<file path="config.mk">
export PLATFORM = sky130hd
export DESIGN_NAME = memory_access_stage
export DESIGN_NICKNAME = d
export VERILOG_FILES = /design/src/rtl/memory_access_stage.sv
export SDC_FILE = /design/constraint.sdc
export NUM_CORES = 1
export LEC_CHECK = 0
export CORE_ASPECT_RATIO = 0.6
export CORE_MARGIN = 10
export CORE_UTILIZATION = 27
export CTS_CLUSTER_SIZE = 25
export DETAILED_ROUTE_END_ITERATION = 12
export DONT_BUFFER_PORTS = 1
export HOLD_SLACK_MARGIN = 0.02
export PLACE_DENSITY = 0.45
export SLEW_MARGIN = 20
export SYNTH_ARGS = -nofsm -noshare
export SYNTH_HDL_FRONTEND = slang
export SYNTH_SLANG_ARGS = --single-unit
</file>
<file path="constraint.sdc">
create_clock -name clk -period 4.5 [get_ports clk]
set_clock_uncertainty 0.2 [all_clocks]
set_input_delay 0.9 -clock clk [delete_from_list [all_inputs] [get_ports clk]]
set_output_delay 0.9 -clock clk [all_outputs]
set_load 0.02 [all_outputs]
</file>
<file path="src/rtl/memory_access_stage.sv">
// rtl/memory_access_stage.sv - RV32I MEM stage: dmem req/ready access, byte lanes, load extend, stall (option: DMEM_MISALIGN_CHECK_EN)
module memory_access_stage #(
   parameter int TIMEOUT_CYCLES = 16
) (
   input  logic        clk,
   input  logic        rst,
   input  logic        memRead_Mem_In,
   input  logic        memWrite_Mem_In,
   input  logic [2:0]  funct3_Mem_In,
   input  logic [31:0] aluOut_Mem_In,
   input  logic [31:0] writeData_Mem_In,
   input  logic        regWrite_Mem_In,
   input  logic        memToRegWrite_Mem_In,
   input  logic [4:0]  rd_Mem_In,
   output logic        dmem_req,
   output logic        dmem_we,
   output logic [31:0] dmem_addr,
   output logic [31:0] dmem_wdata,
   output logic [3:0]  dmem_be,
   input  logic        dmem_ready,
   input  logic [31:0] dmem_rdata,
   output logic [31:0] readD_Mem_Out,
   output logic [31:0] aluOut_Mem_Out,
   output logic [4:0]  rd_Mem_Out,
   output logic        memToRegWrite_Mem_Out,
   output logic        regWrite_Mem_Out,
   output logic        stall_Mem,
   output logic        busErr_Mem,
   output logic        misaligned_Mem
);

   typedef enum logic [1:0] {S_IDLE, S_WAIT, S_DONE} state_t;

   state_t      r_state;
   logic [7:0]  r_cnt;
   logic [31:0] r_addr;
   logic [31:0] r_wdata;
   logic [3:0]  r_be;
   logic        r_we;
   logic [2:0]  r_funct3;
   logic [1:0]  r_off;
   logic [31:0] r_read_data;
   logic        r_bus_err;

   logic        w_access;
   logic        w_is_byte;
   logic        w_is_half;
   logic [1:0]  w_off;
   logic        w_misaligned;
   logic        w_issue;
   logic [3:0]  w_be;
   logic [31:0] w_wdata;
   logic [31:0] w_shifted;
   logic [31:0] w_load_data;

   assign w_access  = memRead_Mem_In | memWrite_Mem_In;
   assign w_is_byte = (funct3_Mem_In[1:0] == 2'b00);
   assign w_is_half = (funct3_Mem_In[1:0] == 2'b01);

   // Lane offset with the low bits masked to the access size; words always start at lane 0
   assign w_off = w_is_byte ? aluOut_Mem_In[1:0] :
                  w_is_half ? {aluOut_Mem_In[1], 1'b0} : 2'b00;

`ifdef DMEM_MISALIGN_CHECK_EN
   logic r_misaligned;
   assign w_misaligned = w_access &
                         ((w_is_half & aluOut_Mem_In[0]) |
                          (!w_is_byte && !w_is_half && (aluOut_Mem_In[1:0] != 2'b00)));
   assign misaligned_Mem = r_misaligned;
`else
   assign w_misaligned   = 1'b0;
   assign misaligned_Mem = 1'b0;
`endif

   assign w_issue = (r_state == S_IDLE) & w_access & ~w_misaligned;

   // Byte enables and lane-replicated store data for the incoming request
   always_comb begin
      w_be    = 4'b1111;
      w_wdata = writeData_Mem_In;
      if (w_is_byte) begin
         w_wdata = {4{writeData_Mem_In[7:0]}};
         if (memWrite_Mem_In) w_be = 4'b0001 << w_off;
      end else if (w_is_half) begin
         w_wdata = {2{writeData_Mem_In[15:0]}};
         if (memWrite_Mem_In) w_be = w_off[1] ? 4'b1100 : 4'b0011;
      end
   end

   // Align the returned word to the captured lane and extend per the captured funct3
   assign w_shifted = dmem_rdata >> {r_off, 3'b000};
   always_comb begin
      w_load_data = dmem_rdata;
      case (r_funct3)
         3'b000:  w_load_data = {{24{w_shifted[7]}}, w_shifted[7:0]};
         3'b100:  w_load_data = {24'h0, w_shifted[7:0]};
         3'b001:  w_load_data = {{16{w_shifted[15]}}, w_shifted[15:0]};
         3'b101:  w_load_data = {16'h0, w_shifted[15:0]};
         default: w_load_data = dmem_rdata;
      endcase
   end

   // Request goes out combinationally on issue, then is held from the registers while waiting
   assign dmem_req   = w_issue | (r_state == S_WAIT);
   assign dmem_addr  = w_issue ? {aluOut_Mem_In[31:2], 2'b00} : r_addr;
   assign dmem_we    = w_issue ? memWrite_Mem_In : r_we;
   assign dmem_be    = w_issue ? w_be : r_be;
   assign dmem_wdata = w_issue ? w_wdata : r_wdata;

   assign stall_Mem             = ((r_state == S_IDLE) & w_access) | (r_state == S_WAIT);
   assign busErr_Mem            = r_bus_err;
   assign readD_Mem_Out         = r_read_data;
   assign aluOut_Mem_Out        = aluOut_Mem_In;
   assign rd_Mem_Out            = rd_Mem_In;
   assign memToRegWrite_Mem_Out = memToRegWrite_Mem_In;
   assign regWrite_Mem_Out      = regWrite_Mem_In & ~(busErr_Mem | misaligned_Mem);

   // Access FSM: IDLE issues, WAIT holds until ready or timeout, DONE lets MEM/WB capture once
   always_ff @(posedge clk) begin
      if (rst) begin
         r_state     <= S_IDLE;
         r_cnt       <= 8'd0;
         r_addr      <= 32'd0;
         r_wdata     <= 32'd0;
         r_be        <= 4'd0;
         r_we        <= 1'b0;
         r_funct3    <= 3'd0;
         r_off       <= 2'd0;
         r_read_data <= 32'd0;
         r_bus_err   <= 1'b0;
`ifdef DMEM_MISALIGN_CHECK_EN
         r_misaligned <= 1'b0;
`endif
      end else begin
         r_bus_err <= 1'b0;
`ifdef DMEM_MISALIGN_CHECK_EN
         r_misaligned <= 1'b0;
`endif
         case (r_state)
            S_IDLE: begin
               if (w_access) begin
`ifdef DMEM_MISALIGN_CHECK_EN
                  if (w_misaligned) begin
                     r_misaligned <= 1'b1;
                     r_read_data  <= 32'd0;
                     r_state      <= S_DONE;
                  end else
`endif
                  begin
                     r_addr   <= {aluOut_Mem_In[31:2], 2'b00};
                     r_we     <= memWrite_Mem_In;
                     r_be     <= w_be;
                     r_wdata  <= w_wdata;
                     r_funct3 <= funct3_Mem_In;
                     r_off    <= w_off;
                     r_cnt    <= 8'd0;
                     r_state  <= S_WAIT;
                  end
               end
            end
            S_WAIT: begin
               if (dmem_ready) begin
                  r_read_data <= r_we ? 32'd0 : w_load_data;
                  r_state     <= S_DONE;
               end else if (r_cnt == 8'(TIMEOUT_CYCLES - 1)) begin
                  r_read_data <= 32'd0;
                  r_bus_err   <= 1'b1;
                  r_state     <= S_DONE;
               end else begin
                  r_cnt <= r_cnt + 8'd1;
               end
            end
            S_DONE:  r_state <= S_IDLE;
            default: r_state <= S_IDLE;
         endcase
      end
   end

endmodule

</file>
# Word level (Yosys, flattened, before mapping)
# Index checks and enable logic that the tools add are counted.
dict set report totals {
  register_bits 115
  word_cells 65
}
dict set report op_classes {
  addsub 1
  n_eq_ne 10
  n_shift 2
  muxes 26
  bitwise_logic 6
  n_reduce_logical 10
}
# cell count
set ops {}
lappend ops {{32-bit two-way mux} 7}
lappend ops {{32-bit case mux with 4 select lines} 1}
lappend ops {{32-bit by 5-bit right shift with 16-bit output} 1}
lappend ops {{4-bit two-way mux} 6}
lappend ops {{8-bit two-way mux} 3}
lappend ops {{8-bit case mux with 2 select lines} 1}
lappend ops {{2-bit two-way mux} 5}
lappend ops {{8-bit by 1-bit adder with 8-bit output, second input constant} 1}
lappend ops {{8-bit by 4-bit equality test with 1-bit output, second input constant} 1}
lappend ops {{3-bit equality test, second input constant} 2}
lappend ops {{2-bit inequality test, second input constant} 3}
lappend ops {{2-bit AND reduction} 3}
lappend ops {{2-bit by 1-bit equality test with 1-bit output, second input constant} 2}
lappend ops {{2-bit logical NOT} 2}
lappend ops {{2-bit case mux with 2 select lines} 1}
lappend ops {{4-bit AND reduction} 1}
lappend ops {{2-bit nonzero test} 2}
lappend ops {{1-bit by 2-bit left shift with 4-bit output, first input constant} 1}
lappend ops {{3-bit by 1-bit equality test with 1-bit output, second input constant} 1}
lappend ops {{3-bit logical NOT} 1}
lappend ops {{3-bit by 2-bit inequality test with 1-bit output, second input constant} 1}
lappend ops {{3-bit OR reduction} 1}
lappend ops {{1-bit bitwise AND} 2}
lappend ops {{1-bit two-way mux} 2}
lappend ops {{other kinds (2)} 4}

# Logic depth before layout (Yosys ltp)
# Gate-level depths: netlist of run 1.
dict set report depth {
  depth_word 8
  mapped_depth 7
  mapped_depth_nobuf 5
}

# Least setup slack after synthesis of run 1
# OpenSTA, ideal clock, no wires.
dict set report synth_path {
  path_kind {input -> output}
  startpoint {input memWrite_Mem_In}
  endpoint {output stall_Mem}
  arrival_time_ns 2.093
  required_time_ns 3.400
  path_slack_ns 1.307
  cell_stages 5
  path_cell_list {o21ai_1 > buf_2 > buf_2 > nand2_1 > buf_4}
}
dict set report synth_between {
  elab_chain_len 3
}
# element line_no
set synth_lines {}
lappend synth_lines {{start, declared} 8} ;# input logic memWrite_Mem_In,
lappend synth_lines {{1-bit bitwise OR} 56} ;# assign w_access = memRead_Mem_In | memWrite_Mem_In;
lappend synth_lines {{1-bit bitwise AND} -}
lappend synth_lines {{1-bit bitwise OR} -}
lappend synth_lines {{end, declared} 27} ;# output logic stall_Mem,
# No other way between the ends.

# Final worst setup path of run 1
dict set report layout_path {
  startpoint {register r_state[0]}
  endpoint {output dmem_be[2]}
}
dict set report layout_between {
  elab_chain_len 3
}
# element line_no
set layout_lines {}
lappend layout_lines {{start, declared} 34} ;# state_t r_state;
lappend layout_lines {{start signal, assigned} 121} ;# r_state <= S_IDLE;
lappend layout_lines {{start signal, assigned} 157} ;# r_state <= S_WAIT;
lappend layout_lines {{start signal, assigned} 164} ;# r_state <= S_DONE;
lappend layout_lines {{2-bit logical NOT} 75} ;# assign w_issue = (r_state == S_IDLE) & w_access & ~w_misaligned;
lappend layout_lines {{1-bit bitwise AND} 75}
lappend layout_lines {{4-bit two-way mux} 107} ;# assign dmem_be = w_issue ? w_be : r_be;
lappend layout_lines {{end, declared} 19} ;# output logic [3:0] dmem_be,
# No other way between the ends.

==> out/results.ini, run 1 <==
[synth]
ys.flop_type=dfxtp_1
ys_warn_count=0
synth_top_area_share=0.412
syn_inst=588
yosysTopAreaCell=dfxtp_1
synthArstFlopShare=0
syn_area_mm2=0.00559
yosysSeqAreaShare=0.412
synth.avg_cell_area_um2=9.50
yosys.cell_types.count=52
yosys-top-cells-area=dfxtp_1 41%, mux2_2 8.5%, mux2i_1 7.0%
ys_seq_elements=115
synth_edf_count=0

[global_routing]
antenna_found_initial=0
grt_usage=0.128
grt_pass1_wl_mm=26.2
grt_pass1_vias=3908
grt_overflow=0
grt_max_degree=92

[worst_setup_path]
end_kind=output port
start_kind=flip-flop
worstPathCellList=nor2_1 > o21a_4 > buf_12 > nor2_1 > a31oi_1
critPathMaxFanout=54
cpPeakStageDelay_ns=0.58
arrival_ns=2.46
worst-setup-path-type=reg -> out
crit_path_frequent_cell=nor2_1
critPathRequiredTime_ns=3.40
slowest_stage=o21a_4

[die]
fp.dieW_um=206
rows=40
start_util=0.277
die_y_um=131
dieArea_mm2=0.0270
io_pins=255
core_area_mm2=0.0202

[clock_network]
cts.repair.resized=0
cts_sinks=115
clkSlewWorstSetupHoldPaths_ns=0.06
cts-hold-fix-buffers=0
clock_latency_ns=0.42
numCtsBuffers=17
clk_path_buf_depth=2
htreeDepth=4
cts_setup_buffers=0
root_buffer=clkbuf_16
cts_tree=built

[detailed_routing]
top_layer_used=met4
vias=4127
vias_per_cell=5.03
wl_met1_mm=7.61
wl_mm=17.8
ant_nets=0
wl_met3_mm=2.22
wl_per_cell_um=21.7
drt_iter0_drc=249
met2_length_mm=7.80
firstDrtPassIters=4
drc=0

[sta]
layout_setup_ws_ns=0.945
finalCriticalPeriod_ns=3.56
tns_ns=0
worst_pin_slew_ns=0.916
relSlewSlack=0.389
rsz0062_at_grt=no
final-hold-violation-count=0
final-max-slew-violation-count=0
setup-violations-final=0
finalCritPeriodShare=0.790
max_freq_ghz=0.281

[place]
gp_congestion=0.834
placed_cells=787
hpwlAfterDp_mm=13.6
dp_slack_ns=1.05
numPortBuffers=0

[layout]
drive_gt1_frac=0.183
post-route-util=0.304
antennaDiodeCount=0
nets=646
mostFrequentLayoutCell=dfxtp_1
area.growth.synth_to_final_pct=9.70
final_cell_mix=115 x dfxtp_1, 47 x nor2b_1, 46 x nand2_1, 42 x mux2_2, 39 x mux2i_1
layoutNonFillerInstCount=820

[run_status]
outcome=finished clean

[flow_run]
cap_violations=0

[pwr]
peakVddDrop_mv=0.250
powerDensity_mw_per_mm2=489
p_leak_nw=2.25

[hold_path]
hold_path_class=reg -> reg

## synthesized netlist by cell type (all sizes together) (17+ instances only)
cell type,n
a21oi,32
buf,63
mux2i,39
a221o,17
o21ai,21
mux2,42
dfxtp,115
nor2b,47
inv,17
nand2,46
nor2,30
clkbuf,17
## cell type report
class                      count  area (um2)
clock buffer                  17         425
clock inverter                15         180
fill                        2109       14000
inverter                      17        63.8
multi-input combinational    378        2760
sequential                   115        2300
tap                          273         342
timing repair buffer           5        50.0
## report_power, final
part | switching [mW] | internal, mW | leakage [nW]
Sequential | 0.0568 | 1.09 | 0.944
Combinational | 0.306 | 0.155 | 1.02
Clock | 0.513 | 0.873 | 0.290
## routing by layer
metal,global-route usage,vias up
li1,-,1952
met1,0.154,1985
met2,0.185,177
met3,0.0768,13
met4,0.0403,0
met5,0,-
## through the flow
| stage | instance area [um2] | hold slack (ns) | total power, mW |
|---|---|---|---|
| 2_1_floorplan | 5590 | 0.244 | 1.62 |
| 3_3_place_gp | 5500 | 0.248 | 1.63 |
| 3_5_place_dp | 5500 | 0.255 | 1.64 |
| 4_1_cts | 6100 | 0.263 | 3.04 |
| 5_1_grt | 6130 | 0.292 | 3.14 |
| 6_report | 6130 | 0.261 | 3.00 |
## worst max-delay path, delay by kind of cell, from the launching register on
family / cells / cell delay (ns)
compound gates: 2 / 1.00
buf+inv: 1 / 0.29
flops: 1 / 0.37
simple gates: 2 / 0.36
## registers in the layout, indices dropped and copies added, names as in the netlist
register,flops
r_addr,30
r_state,2
r_be,4
r_funct3,3
r_wdata,32
r_cnt,8
r_we,1
readD_Mem_Out,32
r_off,2
busErr_Mem,1
## final timing paths
kind,startpoint,end,slack [ns],depth (start not counted)
setup / recovery,r_state[0],dmem_be[2],0.94,5
hold / removal,r_wdata[28],r_wdata[28],0.26,2
setup reg to reg,r_off[1],readD_Mem_Out[17],1.85,4
hold reg to reg,r_wdata[28],r_wdata[28],0.26,2
## cells by family (layout without fill, tap and decap cells)
group,after synthesis,count (layout),synth area share
AO/OA/AOI/OAI,133,133,0.174
XOR/XNOR,7,7,0.0110
AND/OR/NAND/NOR,152,152,0.143
flip-flops,115,115,0.412
buffers and inverters,97,54,0.0983
adder cells (fa/ha/maj),1,1,0.00224
multiplexers,82,82,0.159
other,1,3,0.000671
Power figures use the tool's default switching activity.
==> inputs of run 2 (changes only) <==
Clock period 4.5 ns to 3.6 ns, I/O delays scaled along.
==> out/results.ini, run 2 (synthesis results as in run 1) <==
[layout]
mostFrequentLayoutCell=dfxtp_1
post-route-util=0.305  ; +0.000993
nets=648  ; +0.31%
area.growth.synth_to_final_pct=10.1
drive_gt1_frac=0.184  ; +0.00116
final_cell_mix=115 x dfxtp_1, 47 x nor2b_1, 46 x nand2_1, 42 x mux2_2, 39 x mux2i_1

[sta]
setup-violations-final=0  ; unchanged
finalCriticalPeriod_ns=3.25
tns_ns=0  ; unchanged
finalCritPeriodShare=0.903
max_freq_ghz=0.307
rsz0062_at_grt=no
final-hold-violation-count=0  ; unchanged
layout_setup_ws_ns=0.348  ; -0.597 ns
final-max-slew-violation-count=0  ; unchanged
worst_pin_slew_ns=0.908  ; -0.00829 ns
relSlewSlack=0.395  ; +0.00553

[detailed_routing]
wl_mm=17.8  ; about the same
firstDrtPassIters=4  ; unchanged
wl_per_cell_um=21.6  ; -0.46%
vias=4065  ; -1.5%
drt_iter0_drc=188  ; -24%
ant_nets=0  ; unchanged
vias_per_cell=4.94  ; -1.9%
drc=0  ; unchanged

[pwr]
p_leak_nw=2.26  ; +0.53%
powerDensity_mw_per_mm2=609  ; +24%
peakVddDrop_mv=0.330  ; +32%

[worst_setup_path]
r2r.worst_path.cells=4  ; unchanged
arrival_ns=2.33  ; -0.13 ns
r2r_slack_ns=0.97  ; -0.88 ns
worst-setup-path-type=reg -> out
crit_end=dmem_wdata[8]
start_kind=flip-flop
end_kind=output port
critPathRequiredTime_ns=2.68  ; -0.72 ns
critPathMaxFanout=48  ; -11%
r2r-end=readD_Mem_Out[18]
timing.rr.start=r_off[1]
worstSetupStartpoint=r_state[1]

[place]
dp_slack_ns=0.743  ; -0.308 ns
hpwlAfterDp_mm=13.7  ; +0.65%
gp_congestion=0.842  ; +0.90%
numPortBuffers=0  ; unchanged

[global_routing]
grtUsageMet2=0.195  ; +0.0107
gr-usage-met1=0.159  ; +0.00541
grt_usage=0.131  ; +0.00283
grt_pass1_vias=4056  ; +3.8%
antenna_found_initial=0  ; unchanged
busiest_layer=met2
grt_max_degree=84  ; -8.7%
grt_overflow=0  ; unchanged
grt_pass1_wl_mm=26.7  ; +1.9%
met3_usage=0.0646  ; -0.0123

[clock_network]
cts-hold-fix-buffers=0  ; unchanged
root_buffer=clkbuf_16
numCtsBuffers=17  ; unchanged
cts_tree=built
cts_sinks=115  ; unchanged
clk_path_buf_depth=2  ; unchanged
clkSlewWorstSetupHoldPaths_ns=0.06  ; about the same
cts.repair.resized=0  ; unchanged
clock_latency_ns=0.42  ; about the same
htreeDepth=4  ; unchanged
cts_setup_buffers=0  ; unchanged

[die]
die_y_um=131  ; unchanged
dieArea_mm2=0.0270  ; unchanged
fp.dieW_um=206  ; unchanged
core_area_mm2=0.0202  ; unchanged
io_pins=255  ; unchanged
start_util=0.277  ; unchanged
rows=40  ; unchanged

[hold_path]
hold_path_class=in -> reg

[run_status]
outcome=finished clean

[flow_run]
cap_violations=0  ; unchanged

## run 2: critical path, cell delays in order (launching register included)
cell and delay, ns:
dfxtp_1 0.36, nor2_1 0.29, o21a_4 0.51, buf_4 0.27, nor2_1 0.07, a21oi_1 0.40
## run 2: layout make-up
class / instances / area, um2
Tap cell: 273 / 342
Timing Repair Buffer: 7 / 77.6
Sequential cell: 115 / 2300
Antenna cell: 1 / 2.50
Multi-Input combinational cell: 378 / 2760
Fill cell: 2102 / 14000
Inverter: 17 / 63.8
Clock inverter: 14 / 163
Clock buffer: 18 / 439
## run 2: how the worst min path moves through the flow
stage	slack (ns)	depth (start not counted)	startpoint	to
2_1_floorplan	0.24	2	r_wdata[24]	r_wdata[24]
3_3_place_gp	0.25	2	r_wdata[27]	r_wdata[27]
3_5_place_dp	0.25	2	r_wdata[26]	r_wdata[26]
4_1_cts	0.16	1	rst	r_cnt[1]
5_1_grt	0.18	1	rst	r_state[0]
6_report	0.22	1	rst	r_state[0]
## run 2: per-stage QoR
step	instance area [um2]	total power, mW	cells	hold slack [ns]
3_3_place_gp	5540	2.05	790	0.249
2_1_floorplan	5590	2.02	590	0.244
6_report	6150	3.74	823	0.215
5_1_grt	6140	3.93	822	0.180
4_1_cts	6140	3.82	822	0.164
3_5_place_dp	5540	2.06	790	0.252
## run 2: per-layer routing
layer / part of all wire / up-vias / routed length [um]
met5: 0 / - / 0
met4: 0.013 / 0 / 230
met3: 0.11 / 20 / 1910
met2: 0.44 / 149 / 7860
met1: 0.44 / 1938 / 7810
li1: - / 1958 / -
## run 2: power breakdown
group / internal, mW / total, mW / switching (mW)
logic: 0.199 / 0.579 / 0.379
clock network: 1.10 / 1.73 / 0.628
registers: 1.37 / 1.44 / 0.0699
